[src/rtl/grom_io_ctrl.sv]
// grom_io_ctrl: I/O-space responder for the grom CPU bus. Holds the display
// and LED registers, a debounced button port with sticky rising-edge flags,
// and a prescaled 16-bit timer with a coherent LO/HI read snapshot.
//
// Bus protocol: a cycle belongs to this block only while i_Ioreq=1. With
// i_We=1 the addressed register takes i_Data on that edge. With i_We=0 the
// read value appears on o_Data after that edge and holds until the next read.
// There is no stall or handshake; every I/O cycle completes in one clock.
module grom_io_ctrl #(
  parameter int PRESCALE = 1000,
  parameter int DEBOUNCE = 16,
  parameter int IO_AW    = 8
) (
  input  logic             i_Clk,
  input  logic             i_Reset_n,
  input  logic [IO_AW-1:0] i_Addr,
  input  logic [7:0]       i_Data,
  input  logic             i_We,
  input  logic             i_Ioreq,
  output logic [7:0]       o_Data,
  output logic [3:0]       o_Leds,
  output logic [7:0]       o_Display,
  input  logic [3:0]       i_Buttons
);

  localparam int PW = $clog2(PRESCALE);
  localparam int DW = $clog2(DEBOUNCE);

  localparam logic [PW-1:0] PRE_LAST = PW'(PRESCALE - 1);
  localparam logic [DW-1:0] DEB_LAST = DW'(DEBOUNCE - 1);

  localparam logic [IO_AW-1:0] ADDR_DISPLAY  = IO_AW'(0);
  localparam logic [IO_AW-1:0] ADDR_LED      = IO_AW'(1);
  localparam logic [IO_AW-1:0] ADDR_BTN      = IO_AW'(2);
  localparam logic [IO_AW-1:0] ADDR_BTN_EDGE = IO_AW'(3);
  localparam logic [IO_AW-1:0] ADDR_TMR_LO   = IO_AW'(4);
  localparam logic [IO_AW-1:0] ADDR_TMR_HI   = IO_AW'(5);
  localparam logic [IO_AW-1:0] ADDR_TMR_CTRL = IO_AW'(6);

  logic [3:0]    sync1_q, sync1_d, sync2_q, sync2_d;
  logic [3:0]    deb_q, deb_d, edge_q, edge_d;
  logic [DW-1:0] deb_cnt_q [4];
  logic [DW-1:0] deb_cnt_d [4];
  logic [7:0]    display_q, display_d;
  logic [3:0]    leds_q, leds_d;
  logic [7:0]    rdata_q, rdata_d;
  logic [7:0]    snap_q, snap_d;
  logic          en_q, en_d;
  logic [PW-1:0] pre_q, pre_d;
  logic [15:0]   timer_q, timer_d;

  logic          wr_cyc, rd_cyc, tick, clear, edge_clr;
  logic [3:0]    rise;

  assign wr_cyc = i_Ioreq & i_We;
  assign rd_cyc = i_Ioreq & ~i_We;

  // Button synchronizer and per-bit debounce counters; a rise sets its flag on the same edge
  always_comb begin
    sync1_d = i_Buttons;
    sync2_d = sync1_q;
    deb_d   = deb_q;
    for (int i = 0; i < 4; i++) begin
      deb_cnt_d[i] = '0;
      if (sync2_q[i] != deb_q[i]) begin
        if (deb_cnt_q[i] == DEB_LAST) begin
          deb_d[i] = sync2_q[i];
        end else begin
          deb_cnt_d[i] = deb_cnt_q[i] + DW'(1);
        end
      end
    end
    rise     = deb_d & ~deb_q;
    edge_clr = rd_cyc && (i_Addr == ADDR_BTN_EDGE);
    // A new edge wins over the read-to-clear of the same cycle.
    edge_d   = (edge_q & ~{4{edge_clr}}) | rise;
  end

  // Register writes, prescaled timer with clear-beats-tick, and registered read data
  always_comb begin
    display_d = display_q;
    leds_d    = leds_q;
    en_d      = en_q;
    pre_d     = pre_q;
    timer_d   = timer_q;
    snap_d    = snap_q;
    rdata_d   = rdata_q;
    clear     = 1'b0;
    tick      = en_q && (pre_q == PRE_LAST);

    if (en_q) begin
      pre_d = tick ? '0 : pre_q + PW'(1);
      if (tick) timer_d = timer_q + 16'd1;
    end

    if (wr_cyc) begin
      case (i_Addr)
        ADDR_DISPLAY:  display_d = i_Data;
        ADDR_LED:      leds_d    = i_Data[3:0];
        ADDR_TMR_CTRL: begin
          en_d  = i_Data[0];
          clear = i_Data[1];
        end
        default: ;
      endcase
    end

    if (clear) begin
      pre_d   = '0;
      timer_d = '0;
    end

    if (rd_cyc) begin
      case (i_Addr)
        ADDR_DISPLAY:  rdata_d = display_q;
        ADDR_LED:      rdata_d = {4'h0, leds_q};
        ADDR_BTN:      rdata_d = {4'h0, deb_q};
        ADDR_BTN_EDGE: rdata_d = {4'h0, edge_q};
        ADDR_TMR_LO: begin
          rdata_d = timer_q[7:0];
          snap_d  = timer_q[15:8];
        end
        ADDR_TMR_HI:   rdata_d = snap_q;
        ADDR_TMR_CTRL: rdata_d = {7'h00, en_q};
        default:       rdata_d = 8'h00;
      endcase
    end
  end

  // State registers; timer comes out of reset enabled
  always_ff @(posedge i_Clk or negedge i_Reset_n) begin
    if (!i_Reset_n) begin
      sync1_q   <= '0;
      sync2_q   <= '0;
      deb_q     <= '0;
      edge_q    <= '0;
      for (int i = 0; i < 4; i++) deb_cnt_q[i] <= '0;
      display_q <= '0;
      leds_q    <= '0;
      rdata_q   <= '0;
      snap_q    <= '0;
      en_q      <= 1'b1;
      pre_q     <= '0;
      timer_q   <= '0;
    end else begin
      sync1_q   <= sync1_d;
      sync2_q   <= sync2_d;
      deb_q     <= deb_d;
      edge_q    <= edge_d;
      for (int i = 0; i < 4; i++) deb_cnt_q[i] <= deb_cnt_d[i];
      display_q <= display_d;
      leds_q    <= leds_d;
      rdata_q   <= rdata_d;
      snap_q    <= snap_d;
      en_q      <= en_d;
      pre_q     <= pre_d;
      timer_q   <= timer_d;
    end
  end

  assign o_Data    = rdata_q;
  assign o_Leds    = leds_q;
  assign o_Display = display_q;

endmodule

[config.mk]
export PLATFORM = sky130hd
export DESIGN_NAME = grom_io_ctrl
export DESIGN_NICKNAME = d
export VERILOG_FILES = /design/src/rtl/grom_io_ctrl.sv
export SDC_FILE = /design/constraint.sdc
export NUM_CORES = 1
export LEC_CHECK = 0
export ABC_CLOCK_PERIOD_IN_PS = 2300
export BUFFER_PORTS_ARGS = -buffer_cell sky130_fd_sc_hd__clkbuf_2
export CORE_ASPECT_RATIO = 0.9
export CORE_UTILIZATION = 45
export CTS_BUF_LIST = sky130_fd_sc_hd__clkbuf_8
export DETAILED_ROUTE_END_ITERATION = 7
export GPL_ROUTABILITY_DRIVEN = 0
export PLACE_DENSITY = 0.61
export SLEW_MARGIN = 5
export SYNTH_ARGS = -nofsm -noshare
export SYNTH_HDL_FRONTEND = slang
export SYNTH_SLANG_ARGS = --single-unit
export TNS_END_PERCENT = 100
[constraint.sdc]
create_clock -name i_Clk -period 2.3 [get_ports i_Clk]
set_input_delay 0.46 -clock i_Clk [delete_from_list [all_inputs] [get_ports i_Clk]]
set_output_delay 0.46 -clock i_Clk [all_outputs]
set_load 0.005 [all_outputs]
Word level (Yosys, flattened, before mapping)
Index checks and enable logic that the tools add are counted.
{"block": "op_classes", "addsub": 6, "n_eq_ne": 15, "n_mux": 25, "bitwise": 8, "reduce_logical": 10}
{"operator": "case mux 8 bit (7 select lines)", "count": 1}
{"operator": "two-way mux 16 bit", "count": 3}
{"operator": "two-way mux 4 bit", "count": 8}
{"operator": "two-way mux 10 bit", "count": 3}
{"operator": "equality test 8 x 3 -> 1 bit, second input constant", "count": 3}
{"operator": "adder 16 x 1 -> 16 bit, second input constant", "count": 1}
{"operator": "adder 4 x 1 -> 4 bit, second input constant", "count": 4}
{"operator": "equality test 4 bit, second input constant", "count": 4}
{"operator": "equality test 8 x 2 -> 1 bit, second input constant", "count": 2}
{"operator": "adder 10 x 1 -> 10 bit, second input constant", "count": 1}
{"operator": "equality test 10 bit, second input constant", "count": 1}
{"operator": "two-way mux 1 bit", "count": 10}
{"operator": "AND reduction 2 bit", "count": 5}
{"operator": "AND 4 bit", "count": 2}
{"operator": "equality test 8 x 1 -> 1 bit, second input constant", "count": 1}
{"operator": "logical NOT 8 bit", "count": 1}
{"operator": "inverter 4 bit", "count": 2}
{"operator": "!= test 1 bit", "count": 4}
{"operator": "bitwise OR 4 bit", "count": 1}
{"operator": "nonzero test 2 bit", "count": 2}
{"operator": "AND 1 bit", "count": 2}
{"operator": "logical AND 1 bit", "count": 2}
{"operator": "inverter 1 bit", "count": 1}
{"block": "totals", "ff_bits": 87}

Depth between registers and ports, before layout
{"block": "depth", "ltp_word": 6, "ltp_mapped": 7, "ltp_nobuf": 5}

Least setup slack after synthesis
Ideal clock, no wire load.
{"block": "synth_timing", "path_type": "input port to flip-flop", "start": "input port i_Addr[5]", "end": "register snap_q[0]", "t_arrival_ns": 1.925, "required_ns": 2.175, "path_slack_ns": 0.251, "cell_stages": 4, "path_buffers": 0, "path_cell_list": "nor4_1 > nand3_1 > nor3_2 > mux2_2"}
{"block": "synth_between", "elab_chain_cells": 2}
{"element": "start, declared", "line_no": "16", "text": "input logic [IO_AW-1:0] i_Addr,"}
{"element": "equality test 8 x 3 -> 1 bit", "line_no": "114", "text": "case (i_Addr)"}
{"element": "AND reduction 2 bit (no line)"}
{"element": "end signal, assigned", "line_no": "154", "text": "snap_q <= snap_d;"}
{"element": "end, declared", "line_no": "47", "text": "logic [7:0] snap_q, snap_d;"}
Every way passes these cells.
A chain may end at the register's enable or synchronous reset.

Worst setup path after layout
{"block": "layout_timing", "start": "register pre_q[0]", "end": "register timer_q[15]"}
{"block": "layout_between", "elab_chain_cells": 4}
{"element": "start, declared", "line_no": "49", "text": "logic [PW-1:0] pre_q, pre_d;"}
{"element": "start signal, assigned", "line_no": "156", "text": "pre_q <= pre_d;"}
{"element": "equality test 10 bit", "line_no": "89", "text": "tick = en_q && (pre_q == PRE_LAST);"}
{"element": "logical AND 1 bit", "line_no": "89"}
{"element": "nonzero test 2 bit (no line)"}
{"element": "AND reduction 2 bit (no line)"}
{"element": "end signal, assigned", "line_no": "157", "text": "timer_q <= timer_d;"}
{"element": "end, declared", "line_no": "50", "text": "logic [15:0] timer_q, timer_d;"}
Every way passes these cells.

==> impl_metrics.json <==
{
  "dieArea_mm2": 0.00957,
  "grt_overflow": 0,
  "clock-sinks": 87,
  "start_kind": "flop",
  "grt_antenna_before_repair": 0,
  "crit_path_end_kind": "flop",
  "die_h_um": 92.9,
  "core_mm2": 0.00873,
  "placed_cells": 534,
  "maxSlewViolCount": 0,
  "worst_ep_arrival_time_ns": 2.35,
  "routed_via_density": 5.48,
  "cp_max_fo": 11,
  "yosys-top-cells-area": "dfrtp_1 52%, mux2_2 6.8%, a21oi_1 3.1%",
  "pwr_density_cell_mw_per_mm2": 651,
  "drc_errors": 0,
  "synth_top_area_share_pct": 52.1,
  "synth-seq-cells": 87,
  "reg2reg_depth": 5,
  "path_class": "flop to flop",
  "syn2layout_area_growth_pct": 16.4,
  "path_clk_slew_ns": 0.10,
  "cts_tree": "yes",
  "drt_wl_total_mm": 8.83,
  "utilization_pct": 55.1,
  "n_fill_cell": 788,
  "cp.required_ns": 2.59,
  "wl_per_cell_um": 16.0,
  "dr.pass1.iters": 4,
  "status": "complete, no violations",
  "ant_nets": 0,
  "ys_warn_count": 0,
  "syn_inst": 367,
  "hold_start": "i_Buttons[1]",
  "grt_usage_pct": 20.7,
  "io_buffers": 43,
  "grt_pass1_vias": 3026,
  "drive_gt1_share_pct": 26.6,
  "hold_depth": 1,
  "p_int_w": 0.00228,
  "fin_skew_ns": 0.0132,
  "p_leak_nw": 2.17,
  "relSlewSlack_pct": 73.0,
  "power_frac_seq_pct": 54.7,
  "synth_top_area_cell": "dfrtp_1",
  "grt_pass1_wl_mm": 14.9,
  "cts_htree_levels": 3,
  "ctsRootBufferMaster": "clkbuf_8",
  "critPathLaunch": "pre_q[0]",
  "fin_nets": 457,
  "syn_nets": 397,
  "clkPwrFrac_pct": 33.8,
  "final.setup.tns_ns": 0,
  "worstSkewPairLatency_ns": 0.36,
  "fin_crit_sh_pct": 89.7,
  "max_cap_violations": 0,
  "pwr-share-comb_pct": 11.5,
  "sw_frac_of_total_pct": 27.3,
  "timing.fmax_mhz": 485,
  "r2r-end": "timer_q[15]",
  "synth_cell_types": 46,
  "hold_viol_final": 0,
  "min_path_type": "input pin to flop",
  "tightestPinTransition_ns": 0.402,
  "final_common_cell": "dfrtp_1",
  "drtIter0Drc": 104,
  "die_w_um": 103,
  "r2r_start": "pre_q[0]",
  "num_antenna_cells": 0,
  "rsz0062_at_grt": "false",
  "hpwl_mm": 6.57,
  "holdPathEnd": "sync1_q[1]",
  "post-route-min-period_ns": 2.06,
  "r2r_slack_ns": 0.24,
  "synth.avg_cell_area_um2": 11.3,
  "num_rows": 32,
  "vias": 3021,
  "io_pins": 44,
  "switchingPower_w": 0.000853,
  "clockBufferDepth": 2,
  "syn_area_mm2": 0.00413,
  "start_util_pct": 47.3,
  "setup_violations": 0,
  "synth_seq_area_share_pct": 52.7,
  "instances_no_fill": 551,
  "final_cell_mix": "86 x dfrtp_1, 42 x clkbuf_2, 26 x a21oi_1",
  "peakVddDrop_uv": 426,
  "cts_buffers": 9,
  "grt_max_degree": 45
}
## kinds of logic after synthesis
group,count (synthesis),share of synthesized area [%]
flops,87,52.7
mux,38,10.9
xor+xnor,19,4.03
compound gates,63,9.27
fa+ha+maj,6,1.82
simple gates,128,18.7
buf+inv,26,2.54
## layer usage
layer | track usage (%) | up-vias | wire [um] | part of all wire, %
met5 | 0 | - | 0 | 0
met1 | 29.1 | 1486 | 4370 | 49
met2 | 32.2 | 56 | 4020 | 45
met4 | 5.28 | 0 | 95 | 1.1
met3 | 4.83 | 8 | 350 | 4.0
li1 | - | 1471 | - | -
## Yosys cell counts, drive strengths merged
cell type / count
nand2: 20
nor2b: 5
or4: 11
nor3: 4
o31ai: 11
a21oi: 26
and2: 1
o21ai: 10
a311oi: 1
o31a: 2
dfstp: 1
nor4: 9
nand4: 12
a211oi: 1
a21o: 4
nor4b: 1
nand2b: 3
a21boi: 1
nor3b: 8
mux2: 25
xor2: 6
inv: 12
clkbuf: 11
o211ai: 2
mux4: 3
nand4b: 4
o22a: 1
buf: 3
and3: 1
nand3: 17
and4: 3
mux2i: 10
ha: 6
xnor2: 13
or3: 3
a31oi: 4
nor2: 25
dfrtp: 86
nand4bb: 1
## critical path: stages (launching register included)
cell and delay (ns):
dfrtp_1 0.42, ha_1 0.19, nand2_1 0.14, or4_4 0.62, or4_1 0.48, a21oi_1 0.15
## power by group through the flow
stage	registers (W)	logic [W]	clock network (W)
final	0.00171	0.000359	0.00106
after global routing	0.00173	0.000416	0.00115
after CTS	0.00171	0.000365	0.00109
after detailed placement	0.00174	0.000361	0
after global placement	0.00174	0.000353	0
after floorplan	0.00172	0.000227	0
## worst max path at each step
stage                     slack [ns]  depth (start not counted)           end
final                           0.24                          5   timer_q[15]
after detailed placement        0.09                          6  o_Display[5]
after global placement          0.10                          6     o_Leds[1]
after CTS                       0.23                          5   timer_q[15]
after floorplan                 0.25                          4     snap_q[0]
after global routing            0.09                          5   timer_q[15]
## layout make-up
| type | count | area, um2 | area share [%] |
|---|---|---|---|
| well taps | 119 | 149 | 3.10 |
| repair buffers | 63 | 383 | 7.96 |
| inverters | 12 | 45.0 | 0.937 |
| clock inverters | 7 | 73.8 | 1.54 |
| multi-input cells | 254 | 1850 | 38.6 |
| flip-flops and latches | 87 | 2180 | 45.3 |
| clock buffers | 9 | 124 | 2.58 |
## timing repair
action	in CTS	in global routing
hold buffers	1	0
gates resized for setup	0	0
hold endpoints to repair	20	0
setup buffers	0	0
## state kept, by name, indices dropped and copies added (netlist names)
signal and count:
deb_cnt_q 16, timer_q 16, pre_q 10, o_Data 8, o_Display 8, snap_q 8
deb_q 4, edge_q 4, o_Leds 4, sync1_q 4, sync2_q 4, en_q 1
## through the flow
stage / hold slack (ns) / setup WS (ns) / power [W] / cell area (um2)
3_5_place_dp: 0.337 / 0.0871 / 0.00210 / 4600
4_1_cts: 0.185 / 0.230 / 0.00317 / 4810
2_1_floorplan: 0.164 / 0.251 / 0.00195 / 4130
3_3_place_gp: 0.334 / 0.104 / 0.00210 / 4600
6_report: 0.196 / 0.237 / 0.00313 / 4810
5_1_grt: 0.185 / 0.0922 / 0.00329 / 4810
Power figures use the tool's default switching activity.
